`src/rtl/div_iter_if.sv`:
```
// Handshake bundle between the execute stage (master) and the iterative divider (slave).
// result_o packs {remainder, quotient}.
interface div_iter_if #(
  parameter int WIDTH = 32
);
  logic                 start_i;
  logic                 signed_i;
  logic [WIDTH-1:0]     div_data1_i;
  logic [WIDTH-1:0]     div_data2_i;
  logic                 cancel_i;
  logic                 busy_o;
  logic                 done_o;
  logic [2*WIDTH-1:0]   result_o;

  modport master (
    output start_i, signed_i, div_data1_i, div_data2_i, cancel_i,
    input  busy_o, done_o, result_o
  );

  modport slave (
    input  start_i, signed_i, div_data1_i, div_data2_i, cancel_i,
    output busy_o, done_o, result_o
  );
endinterface

```
`src/rtl/div_iter.sv`:
```
// Iterative restoring divider, one quotient bit per cycle, signed/unsigned,
// with flush cancel and defined divide-by-zero / overflow results.
//
// state | meaning
// IDLE  | waiting for start_i; operands sampled here
// CALC  | one shift/trial-subtract step per cycle, counter WIDTH-1 down to 0
// DONE  | done_o pulse, result_o valid; always returns to IDLE
module div_iter #(
  parameter int WIDTH = 32
) (
  input  logic     clk,
  input  logic     rst,
  div_iter_if.slave bus
);
  localparam int CW = $clog2(WIDTH);

  typedef enum logic [1:0] {IDLE, CALC, DONE} state_t;

  state_t               state;
  logic [CW-1:0]        cnt;
  logic [WIDTH:0]       rem_q;
  logic [WIDTH-1:0]     quo_q;
  logic [WIDTH-1:0]     dsr_q;
  logic                 neg_q;
  logic                 neg_r;
  logic                 busy;
  logic                 done;
  logic [2*WIDTH-1:0]   result;

  logic [WIDTH+1:0]     shifted;
  logic [WIDTH+1:0]     trial;
  logic [WIDTH:0]       rem_n;
  logic [WIDTH-1:0]     quo_n;
  logic [WIDTH-1:0]     quo_fix;
  logic [WIDTH-1:0]     rem_fix;
  logic [WIDTH-1:0]     abs_a;
  logic [WIDTH-1:0]     abs_b;
  logic                 sgn_a;
  logic                 sgn_b;

  assign sgn_a = bus.signed_i & bus.div_data1_i[WIDTH-1];
  assign sgn_b = bus.signed_i & bus.div_data2_i[WIDTH-1];
  assign abs_a = sgn_a ? -bus.div_data1_i : bus.div_data1_i;
  assign abs_b = sgn_b ? -bus.div_data2_i : bus.div_data2_i;

  // Partial remainder stays below the divisor, so the shifted value never
  // reaches bit WIDTH+1 and that bit of the trial acts as a clean borrow.
  always_comb begin
    shifted = {rem_q, quo_q[WIDTH-1]};
    trial   = shifted - {2'b00, dsr_q};
    if (trial[WIDTH+1]) begin
      rem_n = shifted[WIDTH:0];
      quo_n = {quo_q[WIDTH-2:0], 1'b0};
    end else begin
      rem_n = trial[WIDTH:0];
      quo_n = {quo_q[WIDTH-2:0], 1'b1};
    end
    quo_fix = neg_q ? -quo_n : quo_n;
    rem_fix = neg_r ? -rem_n[WIDTH-1:0] : rem_n[WIDTH-1:0];
  end

  always_ff @(posedge clk or posedge rst) begin
    if (rst) begin
      state  <= IDLE;
      cnt    <= '0;
      rem_q  <= '0;
      quo_q  <= '0;
      dsr_q  <= '0;
      neg_q  <= 1'b0;
      neg_r  <= 1'b0;
      busy   <= 1'b0;
      done   <= 1'b0;
      result <= '0;
    end else if (bus.cancel_i) begin
      state <= IDLE;
      busy  <= 1'b0;
      done  <= 1'b0;
    end else begin
      case (state)
        IDLE: begin
          done <= 1'b0;
          if (bus.start_i) begin
            busy  <= 1'b1;
            neg_q <= sgn_a ^ sgn_b;
            neg_r <= sgn_a;
            if (bus.div_data2_i == '0) begin
              result <= {bus.div_data1_i, {WIDTH{1'b1}}};
              done   <= 1'b1;
              state  <= DONE;
            end else begin
              quo_q <= abs_a;
              dsr_q <= abs_b;
              rem_q <= '0;
              cnt   <= CW'(WIDTH - 1);
              state <= CALC;
            end
          end
        end
        CALC: begin
          rem_q <= rem_n;
          quo_q <= quo_n;
          cnt   <= cnt - CW'(1);
          if (cnt == '0) begin
            result <= {rem_fix, quo_fix};
            done   <= 1'b1;
            state  <= DONE;
          end
        end
        DONE: begin
          done  <= 1'b0;
          busy  <= 1'b0;
          state <= IDLE;
        end
        default: state <= IDLE;
      endcase
    end
  end

  assign bus.busy_o   = busy;
  assign bus.done_o   = done;
  assign bus.result_o = result;
endmodule

```
`src/flat_wrapper.sv`:
```
// flat-port wrapper written by rule: the top's interface ports become plain ports
module div_iter_flat 
#(
  parameter int WIDTH = 32
)
  (clk, rst, bus_start_i, bus_signed_i, bus_div_data1_i, bus_div_data2_i, bus_cancel_i, bus_busy_o, bus_done_o, bus_result_o);
  div_iter_if #(.WIDTH(WIDTH)) bus_i ();
  input  logic clk;
  input  logic rst;
  input wire logic [$bits(bus_i.start_i)-1:0] bus_start_i;
  input wire logic [$bits(bus_i.signed_i)-1:0] bus_signed_i;
  input wire logic [$bits(bus_i.div_data1_i)-1:0] bus_div_data1_i;
  input wire logic [$bits(bus_i.div_data2_i)-1:0] bus_div_data2_i;
  input wire logic [$bits(bus_i.cancel_i)-1:0] bus_cancel_i;
  output wire logic [$bits(bus_i.busy_o)-1:0] bus_busy_o;
  output wire logic [$bits(bus_i.done_o)-1:0] bus_done_o;
  output wire logic [$bits(bus_i.result_o)-1:0] bus_result_o;
  assign bus_i.start_i = bus_start_i;
  assign bus_i.signed_i = bus_signed_i;
  assign bus_i.div_data1_i = bus_div_data1_i;
  assign bus_i.div_data2_i = bus_div_data2_i;
  assign bus_i.cancel_i = bus_cancel_i;
  assign bus_busy_o = bus_i.busy_o;
  assign bus_done_o = bus_i.done_o;
  assign bus_result_o = bus_i.result_o;
  div_iter #(.WIDTH(WIDTH)) u_core (.clk(clk), .rst(rst), .bus(bus_i));
endmodule
```
`config.mk`:
```
export PLATFORM = sky130hd
export DESIGN_NAME = div_iter_flat
export DESIGN_NICKNAME = d
export VERILOG_FILES = /design/src/rtl/div_iter_if.sv /design/src/rtl/div_iter.sv /design/src/flat_wrapper.sv
export SDC_FILE = /design/constraint.sdc
export NUM_CORES = 1
export LEC_CHECK = 0
export CORE_MARGIN = 2
export CORE_UTILIZATION = 63
export DETAILED_ROUTE_END_ITERATION = 16
export GPL_TIMING_DRIVEN = 0
export PLACE_DENSITY = 0.87
export SLEW_MARGIN = 20
export SYNTH_ARGS = -nofsm -noshare
export SYNTH_HDL_FRONTEND = slang
export SYNTH_SLANG_ARGS = --single-unit
```
`constraint.sdc`:
```
create_clock -name clk -period 10.3 [get_ports clk]
set_input_delay 2.06 -clock clk [delete_from_list [all_inputs] [get_ports clk]]
set_output_delay 2.06 -clock clk [all_outputs]
set_load 0.02 [all_outputs]
```
# Word-level counts from Yosys, hierarchy flattened

Cells that the tools add are included.

Flip-flop bits (word level): 172
Logic and storage cells: 74
Input port bits: 69
Output and inout bits: 66

Equal/unequal tests: 8
Add/sub/neg operators: 6
Reduce and logical (&&, ||, !) cells: 13
Bitwise gates (word level): 5
Mux-type cells: 32

Operator list:

| operator              | number |
|---|---|
| $mux W32              | 6 |
| $mux W64              | 3 |
| $neg A32 Y32          | 4 |
| $pmux W64 S2          | 1 |
| $mux W33              | 3 |
| $pmux W33 S2          | 1 |
| $pmux W32 S2          | 1 |
| $sub A34 B32 Y34      | 1 |
| $logic_not A32 Y1     | 1 |
| $mux W5               | 2 |
| $pmux W5 S2           | 1 |
| $mux W2               | 4 |
| $reduce_and A4 Y1     | 2 |
| $mux W1               | 7 |
| $reduce_and A2 Y1     | 3 |
| $logic_not A5 Y1      | 1 |
| $reduce_and A5 Y1     | 1 |
| $sub A5 B1 Y5 const B | 1 |
| $ne A2 B1 Y1 const B  | 2 |
| $ne A2 B2 Y1 const B  | 2 |
| $pmux W2 S2           | 1 |
| $reduce_bool A4 Y1    | 1 |
| $ne A3 B2 Y1 const B  | 1 |
| $ne A3 B3 Y1 const B  | 1 |
| other kinds (11)      | 13 |

# Logic depth before layout (Yosys ltp)

Gate-level depths: netlist of the first run.

Depth after elaboration: 6
Gate-level depth with buffers: 24
Depth with buffers taken out: 21

# Least setup slack after synthesis of the first run

OpenSTA, ideal clock, no wires.

Kind: register to register
Start point: register u_core.rem_q[11]
End point: register u_core.result[56] (netlist: u_core.bus.result_o[56])
Buffers on the path: 4
Data required time: 10,196 ps
Library setup time: 104 ps
Slack: 5,107 ps
Arrival time: 5,090 ps
Clock period less this slack: 5,193 ps
Stages on the path, launching flop included: 22
Cell sequence: dfrtp_1 > ha_1 > a21oi_1 > o211ai_1 > a21o_1 > o31ai_1 > a21oi_2 > nor2_4 > buf_6 > buf_2 > buf_2 > buf_2 > mux2i_1 > ha_1 > inv_1 > or4_1 > nor2_1 > mux2i_1 > nor4_2 > a41oi_1 > xnor2_1 > a221oi_1

Longest elaborated chain between the ends: 6

RTL lines:

| what                     | line            | text |
|---|---|---|
| start: declaration       | div_iter.sv:21  | `logic [WIDTH:0] rem_q;` |
| start signal: assignment | div_iter.sv:100 | `rem_q <= rem_n;` |
| $sub A34 B32 Y34         | div_iter.sv:50  | `trial = shifted - {2'b00, dsr_q};` |
| $mux W33 (*)             | div_iter.sv:51  | `if (trial[WIDTH+1]) begin` |
| $neg A32 Y32             | div_iter.sv:59  | `rem_fix = neg_r ? -rem_n[WIDTH-1:0] : rem_n[WIDTH-1:0];` |
| $mux W32 (*)             | div_iter.sv:59  |  |
| $mux W64 (*)             | div_iter.sv:103 | `if (cnt == '0) begin` |
| $pmux W64 S2 (*)         | div_iter.sv:79  | `case (state)` |
| end signal: assignment   | div_iter.sv:87  | `result <= {bus.div_data1_i, {WIDTH{1'b1}}};` |
| end signal: assignment   | div_iter.sv:104 | `result <= {rem_fix, quo_fix};` |
| end: declaration         | div_iter.sv:28  | `logic [2*WIDTH-1:0] result;` |

Every way passes the cells marked *; elsewhere a longest branch is shown, timed or not. The select of a mux whose other input is x is not followed.
A chain may end at the register's enable or synchronous reset.

# Worst setup path after layout of the first run

Start point: register u_core.rem_q[5]
End point: register u_core.result[56] (netlist: u_core.bus.result_o[56])

The elaborated chain is that of the path after synthesis.

==> metrics.md, run 1 <==
| Metric | Value |
|---|---|
| Die width | `147 µm` |
| Clock Skews | `13.3 ps` |
| Number of global-route vias before repair | `12800` |
| RSZ-0062 raised after global routing | `false` |
| Clk Tree Root Cell | `clkbuf_16` |
| DR iter-0 viols | `1717` |
| CP arrival | `7270 ps` |
| Setup violators final | `0` |
| DRT met1 WL | `19.1 mm` |
| Tcrit/Tclk final | `67.6%` |
| Post-synth EDFFs | `0` |
| Post-DRT Antenna Nets | `0` |
| Share of the core filled with cells | `around three quarters` |
| First-pass GRT wire length | `70.6 mm` |
| Int Power | `2.09 mW` |
| Routed WL per cell | `about 22 µm` |
| Worst vdd ir | `0.000148 V` |
| Switch share | `47.4%` |
| Dpl hpwl | `35.1 mm` |
| Cell variety after synth | `84` |
| Die Y | `147 µm` |
| Synth area leader | `dfrtp_1` |
| Synth Area in Compound Gates | `23.8%` |
| Setup Fix Bufs, Post-CTS | `0` |
| Critical Path RT | `10610 ps` |
| Static Leak | `between 6 and 7 nW` |
| P_sw | `roughly 1.9 mW` |
| Fill cells | `1507` |
| Placer Congestion | `1.07` |
| Hold Slack | `roughly 500 ps` |
| Xor/xnor share of the synthesized area | `8.32%` |
| CTS tree | `done` |
| Synth Area in Adders | `between 4 and 5%` |
| Synth Cell Area | `0.0129 mm²` |
| Total grt overflow | `0` |
| Startpoint Class | `register` |
| Register area | `approximately 0.0043 mm²` |
| Clock latency on the worst-skew pair | `450 ps` |
| Setup TNS | `0 ps` |
| Total wire length | `between 40 and 50 mm` |
| Ratio of cells with drive above 1 in the final layout | `6.98%` |
| Number of buffers created by CTS | `17` |
| Met2 WL | `between 15 and 20 mm` |
| Syn Inst Count | `1611` |
| Final hold violations | `0` |
| Sequential fraction of the synthesis area | `33.2%` |
| Max Used Layer | `met4` |
| Rel. slew slack | `18.6%` |
| Area occupied by multi-input gates | `0.00796 mm²` |
| Vias per cell | `6.64` |
| Sequential share of power | `~28%` |
| FF+latch count, synth | `172` |
| Tightest Hold Check Type | `register to register` |
| Synth top area share | `33.2%` |
| DIE AREA | `about 0.022 mm²` |
| H-tree levels | `4` |
| Main synth FF type | `dfrtp_1` |
| Sink Count | `172` |
| Initial antenna violation count | `1` |
| CTS clock-pin slew for the worst setup and hold paths | `80 ps` |
| Met3 wire len | `~5.7 mm` |
| Min Tclk post-route | `6960 ps` |
| Mux cell area share after synthesis | `approximately 4.4%` |
| Syn_nets | `1722` |
| Post-CTS resize count | `0` |
| Post-synthesis simple-gate area fraction | `20.9%` |
| I/O pins | `135` |
| Largest cells by area after synthesis | `dfrtp_1, nand2_1, o21ai_0` |
| Outcome | `finished clean` |
| Max cap viols | `0` |
| Design Power | `3.98 mW` |
| Port Buffer Count | `around 130` |
| Vias | `13600` |
| Clock share of power | `16.6%` |
| Worst Max-Slew Pin Slew | `1210 ps` |
| Final Max Tran Viols | `0` |
| P&R area growth vs syn | `17.7%` |
| Placement Rows | `52` |
| Post-Syn Area per Cell | `8.04 µm²` |
| Largest family of logic cells by synthesized area | `compound AO/OA/AOI/OAI gates` |
| YS warnings | `0` |
| CP max FO | `10` |
| Total GRT Usage | `a little over two fifths` |
| CTS max path bufs | `2` |
| Setup crit end kind | `register` |
| FFs w/ async S/R, synth | `100%` |
| Setup CP Type | `register to register` |
| Residual DRC | `0` |
| Power share of the combinational group | `55.3%` |
| Starting Density | `64.2%` |
| Layout Nets | `1875` |
| Cts hold-fix bufs | `0` |
| Power density over cell area | `261 mW/mm²` |
| Core Region | `between 0.02 and 0.025 mm²` |
| Pin count of the biggest net entering global routing | `90` |
| Achievable frequency | `0.144 GHz` |
| Count of TritonRoute iterations in the first routing pass | `6` |
cell type report:
| type | instances | area share, % |
|---|---|---|
| flip-flops and latches | 172 | 28.2 |
| inverters | 63 | 1.60 |
| multi-input cells | 1284 | 52.2 |
| plain buffers | 92 | 2.93 |
| diodes | 1 | 0.0164 |
| clock inverters | 14 | 0.977 |
| clock buffers | 18 | 2.88 |
| well taps | 270 | 2.22 |
| repair buffers | 134 | 8.91 |
metal layers:
metal	track usage (%)	vias up
met3	8.79	134
met4	15.3	0
met1	62.0	6453
met2	60.6	915
li1	-	6091
met5	0	-
path summary, 6_finish.rpt:
path	start	endpoint	slack [ps]	depth (start not counted)
max in group asynchronous	rst	u_core.bus.result_o[59]$_DFFE_PP0P_	7300	3
worst max-delay path	u_core.rem_q[5]$_DFFE_PP0P_	u_core.bus.result_o[56]$_DFFE_PP0P_	3340	22
worst max register to register	u_core.rem_q[5]$_DFFE_PP0P_	u_core.bus.result_o[56]$_DFFE_PP0P_	3340	22
worst min register to register	u_core.cnt[0]$_DFFE_PP0P_	u_core.cnt[0]$_DFFE_PP0P_	500	1
worst min-delay path	u_core.cnt[0]$_DFFE_PP0P_	u_core.cnt[0]$_DFFE_PP0P_	500	1
min in group asynchronous	rst	u_core.dsr_q[31]$_DFFE_PP0P_	2110	2
synthesized netlist by cell type (7+ instances only):
library cell,n
inv_1,62
and2_1,10
nor3_1,35
buf_1,11
a21oi_1,133
buf_6,8
nand2b_1,15
a31oi_1,33
or4_1,14
xor2_1,60
buf_2,16
a21o_1,19
nand3_1,38
a211oi_1,17
nand4_1,9
o41ai_1,12
o211ai_1,11
mux2_2,20
clkbuf_1,53
o31ai_1,41
nand2_1,221
o21ai_0,139
and3_1,15
nor4_1,19
dfrtp_1,172
nor2_1,144
or3_1,23
ha_1,41
o22ai_1,7
mux2i_1,33
xnor2_1,63
cell families (layout without fill, tap and decap cells):
group,after synthesis,in the layout
mux,54,54
buf+inv,155,321
flops,172,172
xor+xnor,123,123
fa+ha+maj,42,42
other cells,0,1
compound gates,488,488
simple gates,577,577
critical path, stage by stage, from the launching register on:
cell and delay, ps:
dfrtp_1 460, ha_1 330, buf_4 160, a21oi_4 70, o21ai_1 200, nor4b_2 720
o31a_2 290, nor3_2 60, nor2_4 280, buf_6 230, buf_2 300, buf_2 380
buf_2 380, mux2i_1 340, ha_1 240, inv_1 80, or4_1 510, nor2_1 170
mux2i_1 170, nor4_2 650, a41oi_1 250, xnor2_1 390, a221oi_1 140
cells in the final DEF, fill, tap and decap left out, types with 11 or more instances in the layout:
master	n
nor2_1	144
mux2_2	20
dfrtp_1	172
mux2i_1	33
xnor2_1	63
inv_1	61
or4_1	14
a21o_1	19
o41ai_1	12
a31oi_1	33
or3_1	23
nand2_1	221
clkdlybuf4s50_1	133
and3_1	15
clkbuf_1	53
a211oi_1	17
xor2_1	60
o21ai_0	139
ha_1	41
o31ai_1	41
nand2b_1	15
buf_2	16
nand3_1	38
a21oi_1	133
nor4_1	19
nor3_1	35
clkbuf_16	17
o211ai_1	11
buf_1	11
per-stage QoR:
step	instance area, µm²	worst slack (ps)	cells
6_report	15200	3340	2048
4_1_cts	15200	3580	2047
2_1_floorplan	12900	3580	1611
3_3_place_gp	14600	1400	2014
5_1_grt	15200	3120	2047
3_5_place_dp	14700	3290	2015
sequential cells by signal (all words and copies together) (netlist names):
name	flops
u_core.dsr_q	32
u_core.bus.result_o	64
u_core.bus.done_o	1
u_core.neg_q	1
u_core.bus.busy_o	1
u_core.quo_q	32
u_core.state	2
u_core.rem_q	33
u_core.neg_r	1
u_core.cnt	5
power groups by stage:
| stage | sequential [mW] | combinational [mW] | clock [mW] |
|---|---|---|---|
| 6_report | 1.12 | 2.20 | 0.660 |
| 5_1_grt | 1.14 | 2.36 | 0.685 |
| 4_1_cts | 1.11 | 2.14 | 0.654 |
| 3_5_place_dp | 1.12 | 2.13 | 0 |
| 3_3_place_gp | 1.11 | 2.09 | 0 |
| 2_1_floorplan | 1.22 | 1.26 | 0 |
Note: power is estimated with default switching activity, not from simulation.
==> run 2: changes to the inputs <==
--- a/config.mk
+++ b/config.mk
@@ -6,10 +6,10 @@
 export NUM_CORES = 1
 export LEC_CHECK = 0
 export CORE_MARGIN = 2
-export CORE_UTILIZATION = 63
+export CORE_UTILIZATION = 58
 export DETAILED_ROUTE_END_ITERATION = 16
 export GPL_TIMING_DRIVEN = 0
-export PLACE_DENSITY = 0.87
+export PLACE_DENSITY = 0.81
 export SLEW_MARGIN = 20
 export SYNTH_ARGS = -nofsm -noshare
 export SYNTH_HDL_FRONTEND = slang
==> constraint.sdc (replaced) <==
create_clock -name clk -period 7.1 [get_ports clk]
set_input_delay 1.42 -clock clk [delete_from_list [all_inputs] [get_ports clk]]
set_output_delay 1.42 -clock clk [all_outputs]
set_load 0.02 [all_outputs]
==> run 2 against run 1 <==
Effect of this change:
- global-route usage fell by 3.4 points
- die area increased by 8.4%
- register-to-register slack got worse by 3200 ps
- maximum frequency shrank 0.30%
- hold slack worse by 5.3 ps
- non-clock buffer count unchanged
- critical path type unchanged
- critical endpoint unchanged
- largest cell class unchanged
- highest routed layer unchanged
==> metrics.md, run 2 (synthesis results as in run 1) <==
| Metric | Value |
|---|---|
| Outcome | `finished clean` |
| Final Max Tran Viols | `0` |
| Total grt overflow | `0` |
| Setup crit end kind | `register` |
| Setup CP Type | `register to register` |
| CP arrival | `7280 ps` |
| Static Leak | `6.54 nW` |
| Count of TritonRoute iterations in the first routing pass | `8` |
| Placer Congestion | `1.03` |
| Placement Rows | `54` |
| Core Region | `around 0.022 mm²` |
| Power density over cell area | `378 mW/mm²` |
| Worst Max-Slew Pin Slew | `around 1100 ps` |
| Inserted Diodes | `0` |
| Tcrit/Tclk final | `between 90% and 100%` |
| RSZ-0062 raised after global routing | `false` |
| R2R setup slack | `between 100 and 150 ps` |
| Worst vdd ir | `0.000232 V` |
| I/O pins | `135` |
| Design Power | `roughly 5.8 mW` |
| Sink Count | `172` |
| Ratio of cells with drive above 1 in the final layout | `6.98%` |
| H-tree levels | `4` |
| Area occupied by multi-input gates | `0.00797 mm²` |
| Fill cells | `roughly 1800` |
| Final hold violations | `0` |
| Dpl hpwl | `35.4 mm` |
| Number of buffers created by CTS | `17` |
| Port Buffer Count | `around 130` |
| Starting Density | `about 59%` |
| CTS tree | `done` |
| Vias per cell | `between 6 and 7` |
| Clock Skews | `between 10 and 15 ps` |
| Setup TNS | `0 ps` |
| Pin count of the biggest net entering global routing | `98` |
| Initial antenna violation count | `1` |
| Residual DRC | `0` |
| Total GRT Usage | `between 30% and 40%` |
| Most common cell after layout, fill and taps aside | `nand2_1` |
| Commonest cells after routing, fill and taps aside | `nand2_1, dfrtp_1, nor2_1` |
| First-pass GRT wire length | `70.6 mm` |
| Clock latency on the worst-skew pair | `approximately 450 ps` |
| DR iter-0 viols | `1651` |
| Share of the core filled with cells | `69.8%` |
| Startpoint Class | `register` |
| DIE AREA | `0.0235 mm²` |
| Setup violators final | `0` |
| Layout Nets | `1875` |
| Post-DRT Antenna Nets | `0` |
| CP max FO | `10` |
| Min Tclk post-route | `between 6000 and 7000 ps` |
| P&R area growth vs syn | `18.1%` |
| Vias | `about 13000` |
| Routed WL per cell | `about 22 µm` |
| Die width | `between 150 and 200 µm` |
| Total wire length | `approximately 45 mm` |
| CTS max path bufs | `2` |
| Number of global-route vias before repair | `12500` |
| Max FFs per register | `64` |
| Critical Path RT | `7390 ps` |
| Tightest Hold Check Type | `register to register` |
| Die Y | `approximately 150 µm` |
| CTS clock-pin slew for the worst setup and hold paths | `around 80 ps` |
| Achievable frequency | `0.143 GHz` |
| Rel. slew slack | `22.8%` |
| Clk Tree Root Cell | `clkbuf_16` |
| Max cap viols | `0` |
| Register area | `0.00430 mm²` |
## run 2: cell count changes in the layout (fill, tap and decap cells not counted)
cell,before,now
nor4b_4,0,1
clkinv_8,2,5
inv_6,1,4
inv_8,7,3
inv_12,0,1
clkinvlp_4,3,0
nor4b_2,1,0
diode_2,1,0
## run 2: metal layers
layer  global-route usage [%]  wire (µm)
met1                     56.2      19900
met2                     55.6      18800
met3                     10.5       5170
met4                     12.0       1340
met5                        0          0
## run 2: worst max-delay path: stages, from the launching register on
cell and delay, ps:
dfrtp_1 470, ha_1 300, buf_2 170, a21oi_1 380, o211ai_1 260, a211oi_2 290, o21a_1 190, a21oi_2 90
nor2_4 310, inv_2 210, buf_6 210, buf_2 210, buf_1 440, a21oi_1 670, ha_1 320, inv_1 80
or4_1 510, nor2_1 150, mux2i_1 170, nor4_2 660, a41oi_1 240, xnor2_1 350, a221oi_1 130
## run 2: worst paths after layout
kind,start,end,cells past startpoint
min in group asynchronous,rst,u_core.dsr_q[31]$_DFFE_PP0P_,2
hold reg to reg,u_core.bus.result_o[35]$_DFFE_PP0P_,u_core.bus.result_o[35]$_DFFE_PP0P_,2
hold / removal,u_core.bus.result_o[35]$_DFFE_PP0P_,u_core.bus.result_o[35]$_DFFE_PP0P_,2
setup reg to reg,u_core.rem_q[21]$_DFFE_PP0P_,u_core.bus.result_o[56]$_DFFE_PP0P_,22
setup / recovery,u_core.rem_q[21]$_DFFE_PP0P_,u_core.bus.result_o[56]$_DFFE_PP0P_,22
max in group asynchronous,rst,u_core.rem_q[4]$_DFFE_PP0P_,3
## run 2: final cells by class
type / instances / share of cell area, %
Timing Repair Buffer: 134 / 8.89
Buffer: 92 / 2.92
Inverter: 63 / 1.60
Clock inverter: 14 / 1.13
Sequential cell: 172 / 28.2
Multi-Input combinational cell: 1284 / 52.1
Tap cell: 280 / 2.29
Clock buffer: 18 / 2.87
## run 2: through the flow
stage	setup WS [ps]	instance area (µm²)	hold slack (ps)	cells
3_5_place_dp	336	14700	478	2025
2_1_floorplan	1020	12900	461	1611
5_1_grt	66.1	15300	528	2057
6_report	116	15300	494	2057
3_3_place_gp	-1350	14600	466	2024
4_1_cts	315	15300	494	2057
## run 2: repair_timing
item / 4_1_cts / 5_1_grt
setup buffers: 0 / 0
endpoints found under the setup margin: 0 / 2
gates resized for setup: 0 / 1
hold buffers: 0 / 0
## run 2: where the power goes
part | internal, mW | switching [mW]
clock network | 0.487 | 0.491
logic | 1.23 | 1.95
registers | 1.32 | 0.300
==> run 3: changes to the inputs <==
--- a/config.mk
+++ b/config.mk
@@ -14,3 +14,4 @@
 export SYNTH_ARGS = -nofsm -noshare
 export SYNTH_HDL_FRONTEND = slang
 export SYNTH_SLANG_ARGS = --single-unit
+export TNS_END_PERCENT = 20
==> results of run 3 <==
No change in the layout: final DEF, timing and power equal those of run 2.
